**config.mk**
```make
export PLATFORM = sky130hd
export DESIGN_NAME = instr_fetch
export DESIGN_NICKNAME = d
export VERILOG_FILES = /design/src/rtl/instr_fetch.sv
export SDC_FILE = /design/constraint.sdc
export NUM_CORES = 1
export LEC_CHECK = 0
export BUFFER_PORTS_ARGS = -buffer_cell sky130_fd_sc_hd__buf_2
export CELL_PAD_IN_SITES_DETAIL_PLACEMENT = 0
export CELL_PAD_IN_SITES_GLOBAL_PLACEMENT = 2
export CORE_MARGIN = 2
export CORE_UTILIZATION = 40
export CTS_CLUSTER_SIZE = 10
export DETAILED_ROUTE_END_ITERATION = 8
export GPL_ROUTABILITY_DRIVEN = 0
export MAX_ROUTING_LAYER = met4
export PLACE_DENSITY_LB_ADDON = 0.1
export SYNTH_ARGS = -nofsm -noshare
export SYNTH_HDL_FRONTEND = slang
export SYNTH_SLANG_ARGS = --single-unit
```
**constraint.sdc**
```tcl
create_clock -name clk_i -period 4.4 [get_ports clk_i]
set_clock_uncertainty 0.2 [all_clocks]
set_input_delay 0.44 -clock clk_i [delete_from_list [all_inputs] [get_ports clk_i]]
set_output_delay 0.44 -clock clk_i [all_outputs]
set_load 0.03 [all_outputs]
```
**src/rtl/instr_fetch.sv**
```systemverilog
// Instruction fetch: PC, in-order imem request/grant/rvalid, response FIFO to decode.
// Optional `INSTR_FETCH_BYPASS_EN: a kept response reaches decode combinationally when the FIFO is empty.
//
// state | meaning
// IDLE  | out of reset, no requests issued
// RUN   | fetching
module instr_fetch #(
  parameter logic [31:0] RESET_PC  = 32'h0000_0000,
  parameter int          BUF_DEPTH = 2
) (
  input  logic        clk_i,
  input  logic        rst_i,
  output logic        imem_req_o,
  output logic [31:0] imem_addr_o,
  input  logic        imem_gnt_i,
  input  logic        imem_rvalid_i,
  input  logic [31:0] imem_rdata_i,
  input  logic        redirect_i,
  input  logic [31:0] redirect_pc_i,
  output logic        instr_valid_o,
  output logic [31:0] instr_o,
  output logic [31:0] instr_pc_o,
  input  logic        instr_ready_i
);

  localparam int PTR_W = (BUF_DEPTH > 1) ? $clog2(BUF_DEPTH) : 1;
  localparam int CNT_W = $clog2(BUF_DEPTH + 1);
  localparam logic [CNT_W:0] DEPTH_C = (CNT_W + 1)'(BUF_DEPTH);

  typedef enum logic {IDLE, RUN} state_t;

  state_t             state_q, state_d;
  logic [31:0]        pc_q, pc_d;
  logic [31:0]        resp_pc_q, resp_pc_d;
  logic [CNT_W-1:0]   outst_q, outst_d;
  logic [CNT_W-1:0]   discard_q, discard_d;
  logic [CNT_W-1:0]   count_q, count_d;
  logic [PTR_W-1:0]   wr_ptr_q, wr_ptr_d;
  logic [PTR_W-1:0]   rd_ptr_q, rd_ptr_d;
  logic [31:0]        fifo_instr_q [BUF_DEPTH];
  logic [31:0]        fifo_instr_d [BUF_DEPTH];
  logic [31:0]        fifo_pc_q    [BUF_DEPTH];
  logic [31:0]        fifo_pc_d    [BUF_DEPTH];

  logic [31:0]  redirect_pc_al;
  logic [CNT_W:0] level;
  logic         req;
  logic         grant;
  logic         keep;
  logic         push;
  logic         pop;

  always_comb begin
    state_d        = RUN;
    pc_d           = pc_q;
    resp_pc_d      = resp_pc_q;
    outst_d        = outst_q;
    discard_d      = discard_q;
    count_d        = count_q;
    wr_ptr_d       = wr_ptr_q;
    rd_ptr_d       = rd_ptr_q;
    fifo_instr_d   = fifo_instr_q;
    fifo_pc_d      = fifo_pc_q;
    redirect_pc_al = {redirect_pc_i[31:2], 2'b00};

    level = {1'b0, outst_q} + {1'b0, count_q};
    req   = (state_q == RUN) && !redirect_i && (level < DEPTH_C);
    grant = req && imem_gnt_i;
    keep  = imem_rvalid_i && (discard_q == '0) && !redirect_i;
    pop   = (count_q != '0) && instr_ready_i && !redirect_i;

`ifdef INSTR_FETCH_BYPASS_EN
    instr_valid_o = (count_q != '0) || (keep && (count_q == '0));
    instr_o       = (count_q != '0) ? fifo_instr_q[rd_ptr_q] : imem_rdata_i;
    instr_pc_o    = (count_q != '0) ? fifo_pc_q[rd_ptr_q]    : resp_pc_q;
    // a bypassed instruction taken by decode never enters the FIFO
    push          = keep && !((count_q == '0) && instr_ready_i);
`else
    instr_valid_o = (count_q != '0);
    instr_o       = fifo_instr_q[rd_ptr_q];
    instr_pc_o    = fifo_pc_q[rd_ptr_q];
    push          = keep;
`endif

    outst_d = outst_q + CNT_W'(grant) - CNT_W'(imem_rvalid_i);

    if (redirect_i) begin
      // outst_q already counts pending discards, so every remaining in-flight response is dropped
      discard_d = outst_q - CNT_W'(imem_rvalid_i);
      pc_d      = redirect_pc_al;
      resp_pc_d = redirect_pc_al;
      count_d   = '0;
      wr_ptr_d  = '0;
      rd_ptr_d  = '0;
    end else begin
      if (imem_rvalid_i && (discard_q != '0)) discard_d = discard_q - 1'b1;
      if (grant) pc_d = pc_q + 32'd4;
      if (keep) resp_pc_d = resp_pc_q + 32'd4;
      if (push) begin
        fifo_instr_d[wr_ptr_q] = imem_rdata_i;
        fifo_pc_d[wr_ptr_q]    = resp_pc_q;
        wr_ptr_d               = wr_ptr_q + 1'b1;
      end
      if (pop) rd_ptr_d = rd_ptr_q + 1'b1;
      count_d = count_q + CNT_W'(push) - CNT_W'(pop);
    end

    imem_req_o  = req;
    imem_addr_o = pc_q;
  end

  always_ff @(posedge clk_i or negedge rst_i) begin
    if (!rst_i) begin
      state_q      <= IDLE;
      pc_q         <= RESET_PC;
      resp_pc_q    <= RESET_PC;
      outst_q      <= '0;
      discard_q    <= '0;
      count_q      <= '0;
      wr_ptr_q     <= '0;
      rd_ptr_q     <= '0;
      for (int i = 0; i < BUF_DEPTH; i++) begin
        fifo_instr_q[i] <= '0;
        fifo_pc_q[i]    <= '0;
      end
    end else begin
      state_q      <= state_d;
      pc_q         <= pc_d;
      resp_pc_q    <= resp_pc_d;
      outst_q      <= outst_d;
      discard_q    <= discard_d;
      count_q      <= count_d;
      wr_ptr_q     <= wr_ptr_d;
      rd_ptr_q     <= rd_ptr_d;
      fifo_instr_q <= fifo_instr_d;
      fifo_pc_q    <= fifo_pc_d;
    end
  end

endmodule

```
---- Yosys cells after proc, flatten, opt, wreduce, memory -nomap -nowiden ----
Index checks and enable logic that the tools add are counted.
Widths: inputs -> output; s select.
storage, ports and cells
  RAM bits ................................ 0
  latch bits .............................. 0
  memory bits (read-only) ................. 0
  register bits ........................... 201
  logic and storage cells ................. 69
  input port bits ......................... 70
  output and inout port bits .............. 98
  memories kept ........................... 0
cells by class
  add/sub/neg operators ................... 11
  reduce and logical (&&, ||, !) cells .... 18
  shift-type cells ........................ 0
  bitwise gates (word level) .............. 3
  equality and inequality tests ........... 0
  $mul .................................... 0
  order comparisons ....................... 4
  div/mod/pow operators ................... 0
  multiplexer cells ....................... 21
operators with widths
  cell                   number
  $mux 32                11
  $bwmux 64              2
  $add 32x3->32 const B  2
  $demux 32 s1           1
  $reduce_bool 2->1      6
  $logic_and 1x1->1      9
  $mux 2                 3
  $sub 2x1->2            3
  $add 2x1->2            2
  $ge 2x2->1 const B     2
  $mux 1                 4
  $not 1->2              2
  $add 2x2->3            1
  $lt 3x2->1 const B     1
  $add 1x1->1 const B    2
  $logic_not 2->1        1
  $lt 2x1->1 const B     1
  $reduce_and 2->1       1
  $sub 2x1->2 const B    1
  $logic_not 1->1        1
  $not 1->1              1

---- Logic depth before layout (Yosys ltp) ----
Gate-level depths: netlist (run 1).
  depth in word-level cells ............... 6
  gate-level depth with buffers ........... 13
  mapped depth without buffers ............ 11

---- Least setup slack after synthesis (run 1) ----
No wires, ideal clock.
  path type ............................... flip-flop to flip-flop
  start point ............................. reg outst_q[0]
  end point ............................... reg outst_q[1]
  cell stages (with the launch flop) ...... 14
  data required time ...................... 4077 ps
  period minus slack after synthesis ...... 3080 ps
  setup slack ............................. 1320 ps
  path buffers ............................ 2
  setup time .............................. 123 ps
  data arrival time ....................... 2757 ps
  cells stage by stage .................... dfrtp_1 -> inv_1 -> nor2_1 -> fa_1 -> nor4b_4 -> and2_4 -> buf_8 -> inv_4 -> buf_6 -> ha_1 -> inv_1 -> ha_1 -> xnor2_1 -> xnor2_1
between the ends
  cells in the longest elaborated chain, start to end .. 6
RTL lines
  item                      line  RTL
  start: declaration        35    logic [CNT_W-1:0] outst_q, outst_d;
  start signal: assignment  130   outst_q <= outst_d;
  $add 2x2->3               66    level = {1'b0, outst_q} + {1'b0, count_q};
  $lt 3x2->1                67    req = (state_q == RUN) && !redirect_i && (level < DEPTH_C);
  $logic_and 1x1->1         67
  named net imem_req_o      13    output logic imem_req_o,
  $logic_and 1x1->1         68    grant = req && imem_gnt_i;
  $add 2x1->2               85    outst_d = outst_q + CNT_W'(grant) - CNT_W'(imem_rvalid_i);
  $sub 2x1->2               85
  named net outst_d[1]      35
The timed path passes the listed nets, and every way through them passes these cells.
A chain may end at the register's enable or synchronous reset.

---- Final worst setup path (run 1) ----
  start point ............................. reg count_q[0]
  end point ............................... reg outst_q[1]
between the ends
  cells in the longest elaborated chain, start to end .. 6
RTL lines
  item                      line  RTL
  start: declaration        37    logic [CNT_W-1:0] count_q, count_d;
  start signal: assignment  132   count_q <= count_d;
  $add 2x2->3               66
  $lt 3x2->1                67
  $logic_and 1x1->1         67
  $logic_and 1x1->1         68
  $add 2x1->2               85
  $sub 2x1->2               85
  named net outst_d[1]      35
The timed path passes the listed nets, and every way through them passes these cells.

==> flow_metrics.tcl, run 1 <==
set metrics [dict create \
    die_w_um 156 \
    ys_seq_elements 193 \
    die_h_um 156 \
    cp-start-kind "flip-flop" \
    drc 0 \
    mostFrequentLayoutCell "mux2_2" \
    cp_max_fo 18 \
    yosysSeqAreaShare_pct 52.2 \
    grt_pass1_vias 6693 \
    viasPerCell 5.32 \
    die_area_um2 24400 \
    outcome "finished, final reports clean" \
    final_max_slew_viol_count 0 \
    place_ws_ns 1.38 \
    initial_utilization_pct 40.9 \
    fillers 2094 \
    htreeDepth 4 \
    finalHoldViolations 0 \
    synth_warnings 0 \
    min_path_cells 2 \
    grt_max_degree 92 \
    areaGrowthSynthToFinish_pct 17.6 \
    clk_pin_slew_ns 0.08 \
    dp.cells 1158 \
    synthArstFlopShare_pct 100 \
    multi_input_area_um2 4150 \
    critPathCapture "outst_q[1]" \
    antenna_left 0 \
    drive_gt1_share_pct 45.4 \
    holdWs_ns 0.0534 \
    drv_cap 0 \
    end_kind "flip-flop" \
    rows 55 \
    place_hpwl_um 15800 \
    clk_latency_ns 0.43 \
    vias 6334 \
    vdd_drop_max_uv 287 \
    p_per_area_nw_per_um2 614 \
    fin_crit_sh_pct 69.3 \
    tns_ns 0 \
    critPathArrivalTime_ns 3.20 \
    rsz0062_at_grt "false" \
    layout_setup_ws_ns 1.35 \
    timing.rr.start "count_q[0]" \
    hp-start "redirect_pc_i[23]" \
    hold_path.class "primary input to flip-flop" \
    nets 972 \
    cts_tree "built" \
    finalNonFillerCells 1191 \
    first_pass_iters 5 \
    critPathRequiredTime_ns 4.55 \
    period_needed_ns 3.05 \
    grt_pass1_wl_um 36200 \
    num_io_pins 168 \
    grt_overflow 0 \
    tightest_slew_ns 1.01 \
    clockBufferDepth 2 \
    cts_num_sinks 193 \
    reg2reg_depth 11 \
    p_leak_uw 0.00501 \
    final_cell_mix "mux2_2, dfrtp_1, buf_2" \
    synthesis.area_um2 9250 \
    numCtsBuffers 17 \
    netlist_instances 739 \
    relSlewSlack_pct 32.5 \
    ff2ff_setup_slack_ns 1.35 \
    timing.rr.end "outst_q[1]" \
    antenna_found_initial 0 \
    drt-wirelength-per-cell_um 18.7 \
    clock-root-buffer "clkbuf_16" \
    setup_violations 0 \
    core_area_um2 22600 \
    yosysUniqueCellTypes 53 \
    worstSetupPathType "flip-flop to flip-flop" \
    routed_wl_um 22300 \
    drt_iter0_drc 300 \
    synth-edff-count 0 \
    ff_latch_area_um2 4830 \
    numPortBuffers 161 \
    synth.avg_cell_area_um2 12.5 \
    synthFlopType "dfrtp_1" \
    fmax_mhz 328 \
    critPathLaunch "count_q[0]" \
    grt_usage_pct 19.6 \
    n_antenna_cell 0 \
]
sequential cells by signal, summed over array words and instances (netlist names):
signal / flops
fifo_pc_q: 60
wr_ptr_q: 1
rd_ptr_q: 1
resp_pc_q: 30
state_q: 1
imem_addr_o: 30
outst_q: 2
fifo_instr_q: 64
count_q: 2
discard_q: 2
worst max-delay path: stages, from the launching register on:
cell	delay, ns
dfrtp_1	0.35
inv_1	0.07
nor2_1	0.14
fa_1	0.47
nor4b_4	0.40
and2_4	0.37
inv_4	0.15
ha_1	0.30
inv_1	0.04
ha_1	0.18
xnor2_1	0.16
xnor2_1	0.14
how the worst min path moves through the flow:
stage	end	slack [ns]
4_1_cts	imem_addr_o[23]	0.04
5_1_grt	fifo_instr_q[25]	0.04
6_report	imem_addr_o[23]	0.05
3_3_place_gp	fifo_pc_q[30]	0.27
2_1_floorplan	count_q[0]	-0.06
3_5_place_dp	fifo_pc_q[30]	0.28
stage by stage:
| step | total power, µW | instance area (µm²) | util [%] |
|---|---|---|---|
| after CTS | 6770 | 10900 | 48.0 |
| after floorplan | 4530 | 9260 | - |
| after global placement | 5140 | 10300 | 45.5 |
| after global routing | 7080 | 10900 | 48.0 |
| final | 6680 | 10900 | 48.0 |
| after detailed placement | 5240 | 10300 | 45.5 |
metal layers:
metal | wire [µm] | vias to the layer above | global-route usage (%)
met5 | 0 | - | -
li1 | - | 2956 | -
met1 | 10700 | 3168 | 27.4
met4 | 192 | 0 | 4.06
met2 | 10200 | 198 | 30.1
met3 | 1180 | 12 | 3.53
timing repair:
action | 4_1_cts | 5_1_grt
hold endpoints to repair | 88 | 0
resized for setup | 0 | 0
setup endpoints to repair | 0 | 0
setup buffers | 0 | 0
hold buffers | 1 | 0
where the power goes:
| group | internal (µW) | switching [µW] |
|---|---|---|
| clock network | 757 | 737 |
| logic | 1070 | 1430 |
| registers | 2330 | 354 |
cell families (layout without fill, tap and decap cells):
family          Yosys count  count (layout)  synth area share (%)
compound gates           68              68                  4.60
xor+xnor                 48              48                  4.55
fa+ha+maj                 9               9                  1.30
buf+inv                  56             220                  3.17
flops                   193             193                  52.2
mux                     200             200                  24.3
other cells               2               5                0.0812
simple gates            163             163                  9.79
layout make-up:
class	count	share of cell area, %
sequential	193	44.4
clock inverter	14	1.24
timing repair buffer	172	8.39
clock buffer	18	3.95
inverter	16	0.575
tap	285	3.28
multi-input combinational	493	38.1
cell usage after synthesis, types with 9 or more instances:
| cell | instances | share of area [%] |
|---|---|---|
| nor2_1 | 23 | 0.93 |
| inv_1 | 14 | 0.57 |
| o21ai_1 | 10 | 0.54 |
| dfrtp_1 | 193 | 52 |
| nand3_1 | 24 | 1.3 |
| buf_2 | 13 | 0.70 |
| o211ai_1 | 10 | 0.81 |
| nand4_1 | 24 | 1.6 |
| xor2_1 | 28 | 2.7 |
| clkbuf_1 | 17 | 0.69 |
| o21ai_0 | 19 | 1.0 |
| mux2_2 | 196 | 24 |
| xnor2_1 | 20 | 1.9 |
| nand2_1 | 46 | 1.9 |
| a21oi_1 | 9 | 0.49 |
No activity file was read; power rests on OpenSTA's default activity.
==> run 2, diff against run 1 <==
- CORE_UTILIZATION: 40 -> 37
- clock period: 4.4 -> 3.1 ns (I/O delays scaled with it)
==> flow_metrics.tcl, run 2 (same netlist as run 1, synthesis figures left out) <==
set metrics [dict create \
    num_io_pins 168 \
    first_pass_iters 4 \
    critPathArrivalTime_ns 2.96 \
    timing.rr.start "outst_q[0]" \
    final_max_slew_viol_count 0 \
    cp_max_fo 17 \
    die_h_um 162 \
    end_kind "flip-flop" \
    clk_latency_ns 0.42 \
    rows 57 \
    ff2ff_setup_slack_ns 0.30 \
    grt_usage_pct 18.5 \
    period_needed_ns 2.80 \
    n_antenna_cell 0 \
    die_area_um2 26300 \
    htreeDepth 4 \
    setup_violations 0 \
    viasPerCell 5.07 \
    worstSetupPathType "flip-flop to flip-flop" \
    relSlewSlack_pct 46.3 \
    grt_pass1_vias 6941 \
    post_dp_cell_area_um2 10500 \
    tns_ns 0 \
    drive_gt1_share_pct 43.0 \
    cts_setup_buffers 0 \
    grt_pass1_wl_um 37200 \
    clockBufferDepth 2 \
    clk_pin_slew_ns 0.08 \
    nets 1038 \
    critPathLaunch "outst_q[0]" \
    outcome "finished, final reports clean" \
    die_w_um 162 \
    fin_crit_sh_pct 90.4 \
    drt_iter0_drc 247 \
    path_cells "inv_1 > nor2_1 > fa_1 > nor4b_4 > and2_4 > inv_4 > ha_1 > inv_1 > ha_1 > xnor2_1 > xnor2_1" \
    routed_wl_um 23000 \
    p_leak_uw 0.00531 \
    final_area_um2 11600 \
    path_delay_family "adder cells" \
    core_area_um2 24500 \
    vias 6568 \
    mostFrequentLayoutCell "mux2_2" \
    largest_registers "fifo_instr_q x64, fifo_pc_q x60" \
    place_hpwl_um 15900 \
    drc 0 \
    ctsResizeCount 0 \
    antenna_found_initial 0 \
    grt_max_degree 83 \
    clock-root-buffer "clkbuf_16" \
    cts_num_sinks 193 \
    slowest_delay_ns 0.48 \
    areaGrowthSynthToFinish_pct 25.7 \
    largest_register "fifo_instr_q" \
    fmax_mhz 357 \
    postCtsHoldBufs 60 \
    p_per_area_nw_per_um2 826 \
    crit_slowest_cell "fa_1" \
    cts_tree "built" \
    grt_overflow 0 \
    largest_reg_flops 64 \
    final_cell_mix "mux2_2, dfrtp_1, buf_2" \
    initial_utilization_pct 37.8 \
    numCtsBuffers 17 \
    drt-wirelength-per-cell_um 17.7 \
    critPathRequiredTime_ns 3.25 \
    hold_path.class "primary input to flip-flop" \
    vdd_drop_max_uv 407 \
    cp-start-kind "flip-flop" \
    antenna_left 0 \
    hp-start "redirect_i" \
    rsz0062_at_grt "false" \
    worst-path-buf-inv 3 \
    numPortBuffers 161 \
    drv_cap 0 \
    tightest_slew_ns 0.799 \
    finalHoldViolations 0 \
]
## run 2: worst register-to-register path: stages, from the launching register on
cell,delay (ns)
dfrtp_1,0.39
inv_1,0.08
nor2_1,0.05
fa_1,0.48
nor4b_4,0.40
and2_4,0.23
inv_4,0.09
ha_1,0.29
inv_1,0.04
ha_1,0.18
xnor2_1,0.17
xnor2_1,0.14
## run 2: per-stage QoR
stage | utilization, % | hold WS, ns | instances | power (µW) | worst slack, ns
final | 47.5 | 0.0451 | 1295 | 9610 | 0.298
after global routing | 47.5 | 0.0515 | 1295 | 10200 | 0.0940
after CTS | 47.5 | 0.0285 | 1295 | 9740 | 0.264
after detailed placement | 42.7 | 0.194 | 1204 | 7490 | 0.290
after global placement | 42.7 | 0.178 | 1204 | 7350 | 0.330
after floorplan | - | -0.186 | 742 | 6430 | 0.0203
## run 2: path summary, 6_finish.rpt
path | endpoint | cells after the start
min in group asynchronous | fifo_instr_q[6] | 2
max in group asynchronous | fifo_instr_q[52] | 3
setup reg to reg | outst_q[1] | 11
hold / removal | count_q[0] | 2
hold reg to reg | fifo_pc_q[30] | 2
setup / recovery | outst_q[1] | 11
## run 2: routing by layer
layer / part of all wire [%] / track usage (%)
met4: 1.3 / 5.35
met5: 0 / -
met2: 46 / 29.1
met1: 48 / 25.1
met3: 4.8 / 2.66
## run 2: power breakdown
part / total (µW) / switching, µW / internal, µW
combinational: 3640 / 2060 / 1580
clock: 2160 / 1020 / 1140
sequential: 3810 / 499 / 3310
## run 2: cell type report
class,count,area [µm²]
Inverter,16,62.6
Sequential cell,193,4830
Fill cell,2217,12800
Timing Repair Buffer,238,1610
Clock inverter,14,154
Multi-Input combinational cell,493,4150
Tap cell,324,405
Clock buffer,17,425
